`config.mk`:
```
export PLATFORM = sky130hd
export DESIGN_NAME = rlc_coder
export DESIGN_NICKNAME = d
export VERILOG_FILES = /design/src/rtl/rlc_coder.sv
export SDC_FILE = /design/constraint.sdc
export NUM_CORES = 1
export LEC_CHECK = 0
export CORE_ASPECT_RATIO = 1.4
export CORE_MARGIN = 3
export CORE_UTILIZATION = 40
export DETAILED_ROUTE_END_ITERATION = 12
export GPL_TIMING_DRIVEN = 0
export HOLD_SLACK_MARGIN = 0.15
export PLACE_DENSITY_LB_ADDON = 0.08
export RECOVER_POWER = 50
export SLEW_MARGIN = 20
export SYNTH_ARGS = -nofsm -noshare
export SYNTH_HDL_FRONTEND = slang
export SYNTH_SLANG_ARGS = --single-unit
```
`constraint.sdc`:
```
create_clock -name clk -period 6.5 [get_ports clk]
set_clock_uncertainty 0.05 [all_clocks]
set_input_delay 1.95 -clock clk [delete_from_list [all_inputs] [get_ports clk]]
set_output_delay 1.95 -clock clk [all_outputs]
set_load 0.01 [all_outputs]
```
`src/rtl/rlc_coder.sv`:
```
// Run-length coder for zigzag-ordered quantized coefficient blocks.
// Emits a DC difference per block followed by {run,level} AC tokens with ZRL/EOB handling.
module rlc_coder #(
  parameter int unsigned BLOCK_LEN = 64
) (
  input  logic        clk,
  input  logic        rst,
  input  logic        coef_valid,
  input  logic [11:0] coef_data,
  input  logic [1:0]  mode,
  input  logic        frame_last_in,
  input  logic        stall,
  output logic        coef_ready,
  output logic        DC_valid,
  output logic [15:0] af_RLC_data_DC,
  output logic        valid,
  output logic [11:0] af_RLC_data_AC,
  output logic        last
);

  localparam int unsigned IW = $clog2(BLOCK_LEN);
  localparam int unsigned ZW = IW + 1;
  localparam logic [IW-1:0] LAST_IDX = IW'(BLOCK_LEN - 1);
  localparam logic [ZW-1:0] RUN16 = ZW'(16);
  localparam logic [11:0] ZRL_TOK = 12'hF00;
  localparam logic [11:0] EOB_TOK = 12'h000;

  typedef enum logic [1:0] {S_DC, S_AC, S_ZRL} state_t;

  state_t        state, state_d;
  logic [IW-1:0] idx, idx_d;
  logic [ZW-1:0] zcnt, zcnt_d;
  logic [11:0]   held, held_d;
  logic [1:0]    mode_q, mode_d;
  logic          flast_q, flast_d;
  logic [11:0]   prev_dc [3];
  logic [11:0]   prev_d  [3];
  logic          dc_valid_d, ac_valid_d, last_d;
  logic [15:0]   dc_data_d;
  logic [11:0]   ac_data_d;
  logic          accept, is_last, blk_done;
  logic [1:0]    m;
  logic [11:0]   prev_sel;

  function automatic logic [7:0] sat8(input logic [11:0] v);
    if ($signed(v) > 12'sd127)       sat8 = 8'h7F;
    else if ($signed(v) < -12'sd128) sat8 = 8'h80;
    else                             sat8 = v[7:0];
  endfunction

  assign coef_ready = !stall && (state != S_ZRL);
  assign accept     = coef_valid && coef_ready;

  // Next-state and token generation
  always_comb begin
    state_d    = state;
    idx_d      = idx;
    zcnt_d     = zcnt;
    held_d     = held;
    mode_d     = mode_q;
    flast_d    = flast_q;
    prev_d     = prev_dc;
    dc_valid_d = 1'b0;
    dc_data_d  = af_RLC_data_DC;
    ac_valid_d = 1'b0;
    ac_data_d  = af_RLC_data_AC;
    last_d     = 1'b0;
    blk_done   = 1'b0;
    is_last    = (idx == LAST_IDX);
    m          = (mode == 2'd3) ? 2'd0 : mode;
    case (m)
      2'd1:    prev_sel = prev_dc[1];
      2'd2:    prev_sel = prev_dc[2];
      default: prev_sel = prev_dc[0];
    endcase

    case (state)
      S_DC: begin
        if (accept) begin
          dc_valid_d = 1'b1;
          dc_data_d  = {{4{coef_data[11]}}, coef_data} - {{4{prev_sel[11]}}, prev_sel};
          case (m)
            2'd1:    prev_d[1] = coef_data;
            2'd2:    prev_d[2] = coef_data;
            default: prev_d[0] = coef_data;
          endcase
          mode_d  = m;
          flast_d = frame_last_in;
          idx_d   = IW'(1);
          zcnt_d  = '0;
          state_d = S_AC;
        end
      end
      S_AC: begin
        if (accept) begin
          idx_d = is_last ? '0 : idx + IW'(1);
          if (coef_data == 12'd0) begin
            if (is_last) begin
              ac_valid_d = 1'b1;
              ac_data_d  = EOB_TOK;
              last_d     = flast_q;
              blk_done   = 1'b1;
              zcnt_d     = '0;
              state_d    = S_DC;
            end else begin
              zcnt_d = zcnt + ZW'(1);
            end
          end else if (zcnt < RUN16) begin
            ac_valid_d = 1'b1;
            ac_data_d  = {zcnt[3:0], sat8(coef_data)};
            zcnt_d     = '0;
            if (is_last) begin
              last_d   = flast_q;
              blk_done = 1'b1;
              state_d  = S_DC;
            end
          end else begin
            // First ZRL goes out on the accepting edge; the rest drain in S_ZRL
            ac_valid_d = 1'b1;
            ac_data_d  = ZRL_TOK;
            held_d     = coef_data;
            zcnt_d     = zcnt - RUN16;
            state_d    = S_ZRL;
          end
        end
      end
      S_ZRL: begin
        if (!stall) begin
          ac_valid_d = 1'b1;
          if (zcnt >= RUN16) begin
            ac_data_d = ZRL_TOK;
            zcnt_d    = zcnt - RUN16;
          end else begin
            ac_data_d = {zcnt[3:0], sat8(held)};
            zcnt_d    = '0;
            // idx already wrapped to 0 if the held coefficient closed the block
            if (idx == '0) begin
              last_d   = flast_q;
              blk_done = 1'b1;
              state_d  = S_DC;
            end else begin
              state_d  = S_AC;
            end
          end
        end
      end
      default: state_d = S_DC;
    endcase

    if (blk_done && flast_q) begin
      prev_d[0] = '0;
      prev_d[1] = '0;
      prev_d[2] = '0;
    end
  end

  // State and output registers
  always_ff @(posedge clk or posedge rst) begin
    if (rst) begin
      state          <= S_DC;
      idx            <= '0;
      zcnt           <= '0;
      held           <= '0;
      mode_q         <= '0;
      flast_q        <= 1'b0;
      prev_dc        <= '{default: '0};
      DC_valid       <= 1'b0;
      af_RLC_data_DC <= '0;
      valid          <= 1'b0;
      af_RLC_data_AC <= '0;
      last           <= 1'b0;
    end else begin
      state          <= state_d;
      idx            <= idx_d;
      zcnt           <= zcnt_d;
      held           <= held_d;
      mode_q         <= mode_d;
      flast_q        <= flast_d;
      prev_dc        <= prev_d;
      DC_valid       <= dc_valid_d;
      af_RLC_data_DC <= dc_data_d;
      valid          <= ac_valid_d;
      af_RLC_data_AC <= ac_data_d;
      last           <= last_d;
    end
  end

endmodule

```
==> results list <==
- For the worst setup path, the data required time is about 6.7 ns.
- The completed layout was analyzed and its total power is approximately 2.4 mW.
- Adding up every negative setup slack in the final design gives 0 ns.
* Area of the core: ~12000 um2
- Slew headroom: -0.192
* Hold-critical path depth: 2
- The most used flip-flop cell after synthesis is sky130_fd_sc_hd__dfrtp_1.
- The count of nets left with antenna violations once routing finished came out at 0.
- Hold repair after CTS inserted 0 buffers.
* Launch instance of the worst min-delay path: af_RLC_data_DC[2]$_DFFE_PP0P_
* Diodes inserted: 0
- Endpoint class of the critical path: flip-flop
- Clock period minus final worst setup slack: around 5.4 ns
- Timing-limited maximum frequency: roughly 0.19 GHz
* Critical path arrival: 5.61 ns
- The number of global-route vias before repair came to roughly 4500.
- Counting every sink on the clock net gives 92.
- The worst register-to-register path has a depth of 10.
* Post-CTS setup buffer count: 0
- Routed via count divided by cell count: ~5.8
- The detailed router finished its first iteration with ~200 violations.
* Peak-usage layer in the global routing report: met2
- H-tree depth reported by CTS: 3
- The share of the Yosys chip area taken by registers is 0.444.
- Final GP Congestion: 0.848
- Top fanout value on the critical path: 10
- Counting every net in the synthesized netlist gives roughly 620.
- Clock tree synthesis inserted a total of 9 buffers.
- For this run, the slowest stage of the critical path takes 0.48 ns.
- R2r setup slk: ~3.8 ns
* Clock tree from TritonCTS: built
* Startpoint types: input pin
- Placed Instance Area: 5910 um2
* Total congestion overflow after global routing: 0
* CTS root buf: sky130_fd_sc_hd__clkbuf_16
* First-pass GRT wire length: 23000 um
- Standard-cell row count: 48
* Number of enable-type register cells in the synthesized netlist: 0
- Pin placement for this block handled between 50 and 60 I/O pins.
- Distinct cells, synth: 63
- Synth Warn #: 0
* DRC violation count after routing: 0
- For this run, asynchronously set or reset flops after synthesis account for 1.00.
- Failing checks: max-capacitance violations, max-slew violations
- Worst R2R Start: prev_dc[0]$_DFFE_PP0P_
- Input and output buffers added on the ports amount to 50.
- Layout overhead on the synthesized area: 19.0%
- Router iterations before antenna repair: 4
- Maximum number of pins on one net before global-route repair: 71
- The number of antenna violations at the first check in global routing is 0.
- Transition time at the pin with the least slew margin: around 1.8 ns
- Wires add up to 14300 um.
* Resized cells post-CTS: 0
- Leaving out fill and tap cells, the most frequent cell in the layout is sky130_fd_sc_hd__dfrtp_1.
- Final Net Count: about 680
* Insertion delay of the later-clocked pin in the worst-skew pair: between 0.3 and 0.4 ns
* Final design area excluding fillers: approximately 6000 um2
- Leading cell types in the layout, fill and taps excluded: 92 x sky130_fd_sc_hd__dfrtp_1, 69 x sky130_fd_sc_hd__nand2_1, 63 x sky130_fd_sc_hd__a21oi_1
- For this run, global-route usage on met1 was measured as 0.253.
* Routed wire per std cell: 18.1 um
- Max IR drop VDD: 0.000150 V
- The final number of hold-violating endpoints came to 0.
* Unrepaired setup endpoints after global routing: false
- For met2 alone, demand over resource in global routing was 0.346.
- Status: finished with violations
* Worst setup startpoint: mode[0]
- Pins over their slew limit: 71
* Type of the worst setup path: in -> reg
* Clock Tree Buf Depth: 2
* Width of the chip: approximately 100 um
* Clock-pin slew on the worst setup and hold paths: 0.07 ns
- Max_cap viols: 1
- The die covers 14400 um2.
- Yosys reg bits: just over 90
- After technology mapping, the gate count stands at 570.
- Total leakage power: roughly 2.7 nW
- For this design the ratio of total power to cell area is between 300 and 400 nW/um2.
- Ratio of cells with drive above 1 in the final layout: 0.0973
- The initial utilization of the core area, before any placement, comes to 0.415.
- For this run, the total global-route usage over all layers was measured as 0.203.
- Share of the cycle needed by the critical path after routing: 0.831
- Met3 Use GR: 0.0208
* Slowest cell on the critical path: sky130_fd_sc_hd__clkdlybuf4s50_1
- The synthesized netlist occupies a cell area of ~5200 um2.
- Hold Path Class: reg -> reg
* Mean post-synth cell area: ~9.1 um2
- Across all layers, the routed design uses about 4600 vias.
- Post-detailed-placement half-perimeter wirelength: roughly 10000 um
- Setup Viol. Count Final: 0
* Die Y: 141 um
- Fill cells: about 1200
- The signal on the critical path passes through clkdlybuf4s50_1, ha_1, clkbuf_1, clkbuf_1, a22oi_1, o21ai_0, ha_1, inv_1, fa_1, a211oi_1, o211ai_1, a41oi_1, o211ai_1, a31oi_1.
-- per-stage QoR --
step	hold WS [ns]	setup slack, ns	std cells	utilization
5_1_grt	0.456	0.762	787	0.494
3_3_place_gp	0.414	0.530	770	0.470
4_1_cts	0.436	1.10	787	0.496
6_report	0.421	1.10	787	0.494
3_5_place_dp	0.420	0.760	771	0.473
2_1_floorplan	0.396	1.83	570	-
-- path summary, 6_finish.rpt --
check                                                 end
hold reg to reg             af_RLC_data_DC[2]$_DFFE_PP0P_
max in group asynchronous   af_RLC_data_AC[2]$_DFFE_PP0P_
setup / recovery           af_RLC_data_DC[14]$_DFFE_PP0P_
setup reg to reg           af_RLC_data_DC[14]$_DFFE_PP0P_
hold / removal              af_RLC_data_DC[2]$_DFFE_PP0P_
min in group asynchronous   af_RLC_data_DC[7]$_DFFE_PP0P_
-- cells in the mapped netlist, drive strengths merged (4+ instances only) --
cell,n,share of area
dfrtp,92,0.44
o21ai,26,0.025
a22oi,12,0.017
nand4,5,0.0060
o31ai,8,0.012
mux2,21,0.046
o211ai,4,0.0058
or2,5,0.0060
ha,25,0.060
nand3,45,0.043
clkbuf,17,0.012
o22ai,8,0.0096
nor3,9,0.012
a21oi,64,0.064
buf,17,0.020
inv,26,0.019
nor2,45,0.033
nand2,69,0.050
nand2b,6,0.0072
o21a,7,0.010
-- critical path, delay by kind of cell --
family | cells | cell delay [ns]
AO/OA/AOI/OAI | 7 | 1.63
buffers and inverters | 4 | 1.24
adder cells (fa/ha/maj) | 3 | 0.77
-- layer usage --
| metal | part of all wire | wire length, um |
|---|---|---|
| met1 | 0.42 | 5950 |
| met2 | 0.52 | 7390 |
| met3 | 0.031 | 437 |
| met4 | 0.034 | 483 |
| met5 | 0 | 0 |
-- registers in the layout (all words and copies together) (netlist names), 2 cells and up --
| register | count |
|---|---|
| af_RLC_data_DC | 13 |
| state | 2 |
| idx | 6 |
| prev_dc | 36 |
| held | 12 |
| zcnt | 7 |
| af_RLC_data_AC | 12 |
-- power by group --
group	internal [mW]	switching (mW)	leakage (nW)
combinational	0.454	0.521	1.32
clock	0.270	0.257	0.141
sequential	0.785	0.128	1.19
total	1.51	0.906	2.66
-- final cells by class --
type	instances	area, um2	share of cell area
multi-input cells	418	2620	0.424
flip-flops and latches	92	2300	0.373
well taps	150	188	0.0304
clock inverters	7	65.1	0.0105
repair buffers	51	505	0.0819
inverters	26	98.8	0.0160
clock buffers	9	225	0.0365
plain buffers	34	170	0.0276
-- logic make-up (layout without fill, tap and decap cells) --
kind of cell	Yosys count	count (layout)	share of synthesized area
buffers and inverters	60	127	0.0516
muxes	24	24	0.0514
xor gates and xnor gates	5	5	0.00844
adders and majority gates	26	26	0.0641
DFF	92	92	0.444
and+or+nand+nor	200	200	0.178
AOI/OAI and AO/OA	163	163	0.202
Power figures use the tool's default switching activity.
